## src/rtl/lcd_init_seq.sv

```systemverilog
// Panel bring-up sequencer: pulses the panel hardware reset, then clocks a fixed
// ST7789-style init list out over a 4-wire SPI (mode 0, MSB first) and pulses o_done.
//
// state        | meaning
// S_IDLE       | waiting for i_start, SPI idle, panel reset released
// S_HWRST_LOW  | o_lcd_rst held low for RST_PULSE cycles
// S_HWRST_WAIT | panel recovering from hardware reset, RST_WAIT cycles
// S_LOAD       | fetch table entry, drop CS, present bit 7
// S_SHIFT      | 8 SCLK periods, data changes on falling edges
// S_GAP        | CS high for CLK_DIV cycles after each byte
// S_DELAY      | extra CMD_DELAY idle after delay-flagged entries
// S_DONE       | one-cycle completion pulse, back to idle
module lcd_init_seq #(
   parameter int         CLK_DIV    = 2,
   parameter int         RST_PULSE  = 270_000,
   parameter int         RST_WAIT   = 3_240_000,
   parameter int         CMD_DELAY  = 3_240_000,
   parameter logic [7:0] COLMOD_VAL = 8'h66,
   parameter logic [7:0] MADCTL_VAL = 8'h00
) (
   input  logic i_clk,
   input  logic i_rst_n,
   input  logic i_start,
   output logic o_lcd_rst,
   output logic o_sclk,
   output logic o_mosi,
   output logic o_dc,
   output logic o_cs,
   output logic o_busy,
   output logic o_done
);

   localparam int CNT_MAX_A = (RST_PULSE > RST_WAIT) ? RST_PULSE : RST_WAIT;
   localparam int CNT_MAX   = (CNT_MAX_A > CMD_DELAY) ? CNT_MAX_A : CMD_DELAY;
   localparam int CW        = $clog2(CNT_MAX + 1);
   localparam int DW        = (CLK_DIV > 1) ? $clog2(CLK_DIV) : 1;
   localparam logic [3:0]    LAST_IDX = 4'd8;

   typedef enum logic [2:0] {
      S_IDLE,
      S_HWRST_LOW,
      S_HWRST_WAIT,
      S_LOAD,
      S_SHIFT,
      S_GAP,
      S_DELAY,
      S_DONE
   } state_t;

   state_t          r_state;
   logic [CW-1:0]   r_cnt;
   logic [DW-1:0]   r_div;
   logic [3:0]      r_idx;
   logic [2:0]      r_bit;
   logic [6:0]      r_shift;

   logic            w_dc;
   logic            w_dly;
   logic [7:0]      w_byte;
   logic            w_last;

   // Init table: {dc, byte, delay flag} per entry
   always_comb begin
      w_dc   = 1'b0;
      w_byte = 8'h00;
      w_dly  = 1'b0;
      case (r_idx)
         4'd0: begin w_byte = 8'h01; w_dly = 1'b1; end
         4'd1: begin w_byte = 8'h11; w_dly = 1'b1; end
         4'd2: begin w_byte = 8'h3A; end
         4'd3: begin w_byte = COLMOD_VAL; w_dc = 1'b1; end
         4'd4: begin w_byte = 8'h36; end
         4'd5: begin w_byte = MADCTL_VAL; w_dc = 1'b1; end
         4'd6: begin w_byte = 8'h21; end
         4'd7: begin w_byte = 8'h13; end
         4'd8: begin w_byte = 8'h29; w_dly = 1'b1; end
         default: ;
      endcase
   end

   assign w_last = (r_idx == LAST_IDX);

   always_ff @(posedge i_clk or negedge i_rst_n) begin
      if (!i_rst_n) begin
         r_state   <= S_IDLE;
         r_cnt     <= '0;
         r_div     <= '0;
         r_idx     <= '0;
         r_bit     <= '0;
         r_shift   <= '0;
         o_lcd_rst <= 1'b1;
         o_sclk    <= 1'b0;
         o_mosi    <= 1'b0;
         o_dc      <= 1'b0;
         o_cs      <= 1'b1;
         o_busy    <= 1'b0;
         o_done    <= 1'b0;
      end else begin
         o_done <= 1'b0;
         case (r_state)
            S_IDLE: begin
               if (i_start) begin
                  o_lcd_rst <= 1'b0;
                  o_busy    <= 1'b1;
                  r_cnt     <= CW'(RST_PULSE - 1);
                  r_idx     <= '0;
                  r_state   <= S_HWRST_LOW;
               end
            end

            S_HWRST_LOW: begin
               if (r_cnt == '0) begin
                  o_lcd_rst <= 1'b1;
                  r_cnt     <= CW'(RST_WAIT - 1);
                  r_state   <= S_HWRST_WAIT;
               end else begin
                  r_cnt <= r_cnt - CW'(1);
               end
            end

            S_HWRST_WAIT: begin
               if (r_cnt == '0) begin
                  r_idx   <= '0;
                  r_state <= S_LOAD;
               end else begin
                  r_cnt <= r_cnt - CW'(1);
               end
            end

            S_LOAD: begin
               o_cs    <= 1'b0;
               o_dc    <= w_dc;
               o_sclk  <= 1'b0;
               o_mosi  <= w_byte[7];
               r_shift <= w_byte[6:0];
               r_bit   <= '0;
               r_div   <= DW'(CLK_DIV - 1);
               r_state <= S_SHIFT;
            end

            S_SHIFT: begin
               if (r_div == '0) begin
                  r_div  <= DW'(CLK_DIV - 1);
                  o_sclk <= ~o_sclk;
                  // data only moves on the falling edge so it is stable at the panel's rising sample
                  if (o_sclk) begin
                     if (r_bit == 3'd7) begin
                        o_cs    <= 1'b1;
                        o_mosi  <= 1'b0;
                        r_state <= S_GAP;
                     end else begin
                        r_bit   <= r_bit + 3'd1;
                        o_mosi  <= r_shift[6];
                        r_shift <= {r_shift[5:0], 1'b0};
                     end
                  end
               end else begin
                  r_div <= r_div - DW'(1);
               end
            end

            S_GAP: begin
               if (r_div == '0) begin
                  if (w_dly) begin
                     r_cnt   <= CW'(CMD_DELAY - 1);
                     r_state <= S_DELAY;
                  end else if (w_last) begin
                     r_state <= S_DONE;
                  end else begin
                     r_idx   <= r_idx + 4'd1;
                     r_state <= S_LOAD;
                  end
               end else begin
                  r_div <= r_div - DW'(1);
               end
            end

            S_DELAY: begin
               if (r_cnt == '0) begin
                  if (w_last) begin
                     r_state <= S_DONE;
                  end else begin
                     r_idx   <= r_idx + 4'd1;
                     r_state <= S_LOAD;
                  end
               end else begin
                  r_cnt <= r_cnt - CW'(1);
               end
            end

            S_DONE: begin
               o_done  <= 1'b1;
               o_busy  <= 1'b0;
               o_dc    <= 1'b0;
               r_state <= S_IDLE;
            end

            default: r_state <= S_IDLE;
         endcase
      end
   end

endmodule
```

## config.mk

```make
export PLATFORM = sky130hd
export DESIGN_NAME = lcd_init_seq
export DESIGN_NICKNAME = d
export VERILOG_FILES = /design/src/rtl/lcd_init_seq.sv
export SDC_FILE = /design/constraint.sdc
export NUM_CORES = 1
export LEC_CHECK = 0
export BUFFER_PORTS_ARGS = -buffer_cell sky130_fd_sc_hd__buf_2
export CORE_MARGIN = 1.5
export CORE_UTILIZATION = 60
export CTS_CLUSTER_DIAMETER = 80
export CTS_CLUSTER_SIZE = 28
export DETAILED_ROUTE_END_ITERATION = 8
export PLACE_DENSITY = 0.76
export SYNTH_ARGS = -nofsm -noshare
export SYNTH_HDL_FRONTEND = slang
export SYNTH_SLANG_ARGS = --single-unit
```

## constraint.sdc

```tcl
create_clock -name i_clk -period 2.9 [get_ports i_clk]
set_input_delay 0.58 -clock i_clk [delete_from_list [all_inputs] [get_ports i_clk]]
set_output_delay 0.58 -clock i_clk [all_outputs]
set_load 0.005 [all_outputs]
```

==> results.md, run 1 <==
* Clock sinks at 47
* Commonest non-fill, non-tap cells in the layout: 45 x dfrtp_1, 31 x a21oi_1, 30 x nand2_1, 29 x nor2_1, 26 x o21ai_0
* Worst-path clk slew at 0.09 ns
* Final WS setup at 0.468 ns
* Cell Pwr Density at 315 nW/µm²
* Fin cells at 435
* Mapped Area at 3080 µm²
* Worst Tran Pin Value at 1.01 ns
* Yosys reg bits at 47
* Endpoint type of the worst setup path: flip-flop
* Max-cap viol count at 0
* Wire length per cell at 16.7 µm
* Seq. cell area at 1180 µm²
* Outcome: complete, no violations
* Cells after synthesis at 352
* Routed Antenna Nets at 0
* Setup bufs post-CTS at 0
* GR peak layer: met1
* CTS tree: done
* Share of cells above drive strength 1 at 14.9%
* Die X-Extent at 74.6 µm
* First-pass detailed-route iteration total at 5
* Fmax at 0.411 GHz
* Number of port buffers at 9
* Min cycle time layout at 2.43 ns
* Core region area at 4820 µm²
* CP Launch Type: flip-flop
* Number of global-route vias before repair at 2379
* Largest net degree at the start of global routing at 48
* GRT Util Overall at 28.2%
* Final #Nets at 378
* Worst Path Required at 3.08 ns
* CTS buffer count at 5
* Net count after synthesis at 363
* Sequential share of the synthesized area at 38.3%
* Crit Path Max Fanout at 21
* Gp weighted congestion at 0.944
* Hold Path Class: in -> async
* DP Worst Slack at 0.482 ns
* Placed Instances at 427
* Clk Latency, worst-skew pair at 0.30 ns
* Initial antenna violation count at 0
* Worst Path Arrival at 2.61 ns
* Multi-input logic area at 1790 µm²
* Die H at 74.6 µm
* Ys async rst share at 100%
* Met3 GRT Util at 5.49%
* Antenna Cells at 0
* Setup TNS at 0 ns
* Final setup fails at 0
* Tcrit/Tclk final at 83.9%
* Ys Warns at 0
* Mapped Avg Cell Area at 8.74 µm²
* Maximum root-to-sink buffer count at 2
* H-tree depth at 2
* Fin. max-slew vios at 0
* Post-synthesis cell type count at 64
* Slew HR at 33.0%
* Vias/cell at 6.40
* RSZ-0062 raised after global routing: no
* # rows at 25
* Vias at 2785
* Leak Pwr at 1.41 nW
* DP Wirelength at 5.20 mm
* Drt total wl at 7.28 mm
* GRT overflow at 0
* Root buffer cell: clkbuf_8
* Final Skew at 0.0107 ns
* # hold bufs at CTS at 0
* Met2 Use GR at 37.2%
* Post-synth EDFFs at 0
* Starting Density at 63.9%
* Area Growth Syn to Fin at 8.54%
* Io pins at 10
* Peak VDD IR at 0.253 mV
* CP Class: reg -> reg
* DRT iter0 DRCs at 376
* Top_reg_cell synth: dfrtp_1
* Post-CTS sizing at 0
* Die Area at 5570 µm²
* Fillers at 413
* Routing usage on met1 at 45.8%
* First-pass GRT wire length at 11.8 mm
* Final hold vios at 0
* Drt drc at 0
* Commonest non-fill, non-tap cell in the layout: dfrtp_1
==> per-stage QoR <==
stage | utilization [%] | instance area, µm² | total power, W | hold slack (ns)
detailed placement | 67.6 | 3260 | 0.000684 | 0.453
floorplan | - | 3080 | 0.000669 | 0.284
global route | 69.3 | 3340 | 0.00110 | 0.494
CTS | 69.3 | 3340 | 0.00106 | 0.469
global placement | 67.6 | 3260 | 0.000683 | 0.447
finish | 69.3 | 3340 | 0.00105 | 0.445
==> final timing paths <==
| kind | depth (start not counted) | slack [ns] | start | endpoint |
|---|---|---|---|---|
| setup / recovery | 5 | 0.47 | r_state[1]$_DFFE_PN0P_ | r_idx[0]$_DFFE_PN0P_ |
| hold / removal | 1 | 0.44 | i_rst_n | o_mosi$_DFFE_PN0P_ |
| setup reg to reg | 5 | 0.47 | r_state[1]$_DFFE_PN0P_ | r_idx[0]$_DFFE_PN0P_ |
| hold reg to reg | 2 | 0.47 | o_cs$_DFFE_PN1P_ | o_cs$_DFFE_PN1P_ |
| max in group asynchronous | 1 | 1.83 | i_rst_n | r_cnt[19]$_DFFE_PN0P_ |
| min in group i_clk | 2 | 0.47 | o_cs$_DFFE_PN1P_ | o_cs$_DFFE_PN1P_ |
==> kinds of logic after synthesis <==
| kind of cell | after synthesis | share of synthesized area, % |
|---|---|---|
| simple gates | 136 | 24.4 |
| compound gates | 128 | 28.1 |
| flops | 47 | 38.3 |
| buf+inv | 27 | 3.50 |
| fa+ha+maj | 8 | 3.25 |
| mux | 6 | 2.36 |
==> registers in the layout (all words and copies together), names as in the netlist <==
signal / cells
r_div: 1
r_state: 3
o_mosi: 1
o_done: 1
o_cs: 1
r_bit: 3
o_lcd_rst: 1
o_busy: 1
r_idx: 4
r_shift: 7
r_cnt: 22
o_dc: 1
o_sclk: 1
==> area by class of cell <==
cell class,count,share of cell area (%)
clock inverters,3,0.450
inverters,10,1.12
flip-flops and latches,47,35.3
repair buffers,25,4.95
well taps,67,2.51
clock buffers,5,2.06
multi-input cells,278,53.6
==> synth_stat cells (3+ instances only) <==
cell type | n | share of area [%]
ha_1 | 8 | 3.3
o21bai_1 | 4 | 0.98
a22o_1 | 5 | 1.4
dfrtp_1 | 45 | 37
clkbuf_1 | 8 | 0.98
a31oi_1 | 3 | 0.61
nor3_1 | 21 | 3.4
nor2b_1 | 7 | 1.4
buf_2 | 4 | 0.65
o41ai_1 | 4 | 1.1
o31ai_1 | 5 | 1.2
nor4_4 | 3 | 2.1
nand3_1 | 9 | 1.5
o211ai_1 | 3 | 0.73
o2bb2ai_1 | 3 | 0.85
a21oi_1 | 31 | 5.0
nand2_1 | 30 | 3.7
inv_1 | 9 | 1.1
nor4_1 | 4 | 0.81
buf_1 | 4 | 0.49
nand4_1 | 4 | 0.81
nor2_1 | 29 | 3.5
nand2b_1 | 6 | 1.2
nor4b_1 | 5 | 1.4
o22ai_1 | 9 | 1.8
or3_1 | 6 | 1.2
a21o_1 | 7 | 1.7
o21ai_0 | 26 | 4.2
==> layer usage <==
layer	routed length, µm	share of wire (%)
met4	70	0.96
met2	2920	40
met1	3750	51
met5	0	0
met3	547	7.5
==> worst max-delay path, stage by stage, from the launching register on <==
cell and delay (ns):
dfrtp_1 0.59, nor2b_1 0.60, nand2_1 0.11, o32a_1 0.34
or3_4 0.37, mux2_4 0.30
==> report_power, final <==
part / internal [W] / leakage (nW) / total [W] / switching, W
sequential: 0.000655 / 0.599 / 0.000655 / 0
combinational: 0.00000169 / 0.766 / 0.0000147 / 0.0000131
clock: 0.000165 / 0.0477 / 0.000382 / 0.000217
No activity file was read; power rests on OpenSTA's default activity.
==> inputs of run 2 (changes only) <==
clock period = 2.4 ns   (was 2.9 ns; I/O delays follow)
==> results.md, run 2 (synthesis results as in run 1) <==
* GRT overflow at 0 (unchanged)
* Reg-to-Reg Start: r_cnt[0]$_DFFE_PN0P_
* Wire length per cell at 16.9 µm (+0.72%)
* Final WS setup at 0.160 ns (-0.308 ns)
* Core region area at 4820 µm² (unchanged)
* H-tree depth at 2 (unchanged)
* GR peak layer: met1
* Routing usage on met1 at 46.6% (+0.86 points)
* Commonest non-fill, non-tap cell in the layout: dfrtp_1
* Leak Pwr at 1.49 nW (+5.5%)
* Max-cap viol count at 0 (unchanged)
* Crit-path cells: inv_1 > ha_1 > nor4b_1 > nand3_2 > o21a_4 > or3_4 > mux2_4
* Setup bufs post-CTS at 0 (unchanged)
* Fillers at 433 (+4.8%)
* Critical path launch point: r_cnt[0]$_DFFE_PN0P_
* Max stage delay on crit path at 0.43 ns (-0.17 ns)
* Worst-path clk slew at 0.09 ns (about the same)
* Final Skew at 0.00811 ns (-0.00263 ns)
* Psw at 0.000286 W (+24%)
* R2r endpoint: r_idx[1]$_DFFE_PN0P_
* Setup TNS at 0 ns (unchanged)
* DP Wirelength at 5.65 mm (+8.6%)
* Die Area at 5570 µm² (unchanged)
* Antenna Cells at 0 (unchanged)
* Cell Pwr Density at 386 nW/µm² (+22%)
* Number of port buffers at 9 (unchanged)
* Vias at 2903 (+4.2%)
* Drt total wl at 7.61 mm (+4.4%)
* Area Growth Syn to Fin at 13.1%
* Crit Path Max Fanout at 9 (-57%)
* Min cycle time layout at 2.24 ns (-0.192 ns)
* DP Worst Slack at 0.184 ns (-0.298 ns)
* Die H at 74.6 µm (unchanged)
* Met3 GRT Util at 6.29% (+0.80 points)
* Maximum root-to-sink buffer count at 2 (unchanged)
* Slowest-stage cell, CP: dfrtp_1
* Path depth of the worst reg2reg path at 7 (+2)
* Flop2flop setup slack at 0.16 ns (-0.31 ns)
* Root buffer cell: clkbuf_8
* End of the critical path: r_idx[1]$_DFFE_PN0P_
* DRT iter0 DRCs at 318 (-15%)
* Fmax at 0.446 GHz (+8.6%)
* Post-CTS sizing at 0 (unchanged)
* Clock sinks at 47 (unchanged)
* First-pass detailed-route iteration total at 5 (unchanged)
* Buf/Inv on CP at 1 (+1)
* Hold Path Class: in -> async
* CP Launch Type: flip-flop
* CTS buffer count at 5 (unchanged)
* Final hold vios at 0 (unchanged)
* Routed Antenna Nets at 0 (unchanged)
* # hold bufs at CTS at 0 (unchanged)
* Worst Path Arrival at 2.42 ns (-0.19 ns)
* # rows at 25 (unchanged)
* Drt drc at 0 (unchanged)
* Reg power frac at 58.9% (-3.4 points)
* CTS tree: done
* Multi-input logic area at 1790 µm² (unchanged)
* Pint at 0.00106 W (+29%)
* Most flops, register: r_cnt
* Combinational Power Share at 1.5% (about the same)
* Number of global-route vias before repair at 2545 (+7.0%)
* Met2 Use GR at 41.5% (+4.3 points)
* CP Class: reg -> reg
* Hold_ws at 0.244 ns (-0.201 ns)
* Endpoint type of the worst setup path: flip-flop
* Largest net degree at the start of global routing at 35 (-27%)
* Starting Density at 63.9% (unchanged)
* Seq. cell area at 1180 µm² (unchanged)
* Top delay family on crit path: simple AND/OR/NAND/NOR gates
* Commonest non-fill, non-tap cells in the layout: 45 x dfrtp_1, 32 x buf_4, 31 x a21oi_1, 30 x nand2_1, 29 x nor2_1
* Initial antenna violation count at 0 (unchanged)
* RSZ-0062 raised after global routing: no
* Largest registers: r_cnt (22), r_shift (7), r_idx (4)
* First-pass GRT wire length at 12.6 mm (+6.7%)
* Clk Latency, worst-skew pair at 0.30 ns (about the same)
* Worst Path Required at 2.58 ns (-0.50 ns)
* Max reg flops at 22 (unchanged)
* Worst Tran Pin Value at 0.765 ns (-0.241 ns)
* Critical Path Stages at 7 (+2)
* Tcrit/Tclk final at 93.4% (+9.5 points)
* Io pins at 10 (unchanged)
* Vias/cell at 6.44 (+0.54%)
* GRT Util Overall at 29.3% (+1.2 points)
* Clk pwr share at 39.6% (+3.3 points)
* Final setup fails at 0 (unchanged)
* Outcome: complete, no violations
* Switch share at 21.3% (-0.59 points)
* Share of cells above drive strength 1 at 18.5% (+3.5 points)
* Final #Nets at 394 (+4.2%)
* Gp weighted congestion at 1.09 (+15%)
* Fin. max-slew vios at 0 (unchanged)
* Die X-Extent at 74.6 µm (unchanged)
* Peak VDD IR at 0.338 mV (+34%)
* Slew HR at 49.0% (+16 points)
==> run 2: cell types whose count changed in the layout (fill, tap and decap cells not counted), sizes merged <==
cell | before | now
clkinv | 4 | 1
clkinvlp | 0 | 1
clkbuf | 5 | 7
buf | 25 | 41
==> run 2: power groups by stage <==
stage	Clock [W]	Sequential, W	Combinational, W
after floorplan	0	0.000807	0.00000122
after global placement	0	0.000807	0.0000207
after detailed placement	0	0.000807	0.0000210
after CTS	0.000544	0.000791	0.0000210
after global routing	0.000572	0.000791	0.0000240
final	0.000531	0.000791	0.0000198
==> run 2: metrics by stage <==
step	cells	area (µm²)	util (%)	total power (W)
after floorplan	352	3080	-	0.000808
after global placement	443	3380	70.1	0.000828
after detailed placement	443	3380	70.1	0.000828
after CTS	451	3480	72.2	0.00136
after global routing	451	3480	72.2	0.00139
final	451	3480	72.2	0.00134
==> run 2: worst min path at each step <==
| stage | endpoint | cells past startpoint | slack [ns] |
|---|---|---|---|
| after floorplan | o_busy$_DFFE_PN0P_ | 0 | 0.18 |
| final | o_mosi$_DFFE_PN0P_ | 1 | 0.24 |
| after global placement | o_lcd_rst$_DFFE_PN1P_ | 2 | 0.45 |
| after CTS | r_cnt[11]$_DFFE_PN0P_ | 1 | 0.27 |
| after global routing | o_mosi$_DFFE_PN0P_ | 1 | 0.31 |
| after detailed placement | o_cs$_DFFE_PN1P_ | 2 | 0.46 |
==> run 2: area by class of cell <==
class	count	share of cell area (%)
well taps	67	2.41
clock inverters	1	0.216
multi-input cells	278	51.5
flip-flops and latches	47	33.9
clock buffers	7	2.77
repair buffers	41	8.20
inverters	10	1.08
==> run 2: metal layers <==
| metal | share of wire, % | wire length [µm] |
|---|---|---|
| met1 | 50 | 3790 |
| met3 | 6.8 | 515 |
| met2 | 43 | 3260 |
| met4 | 0.55 | 42 |
| met5 | 0 | 0 |
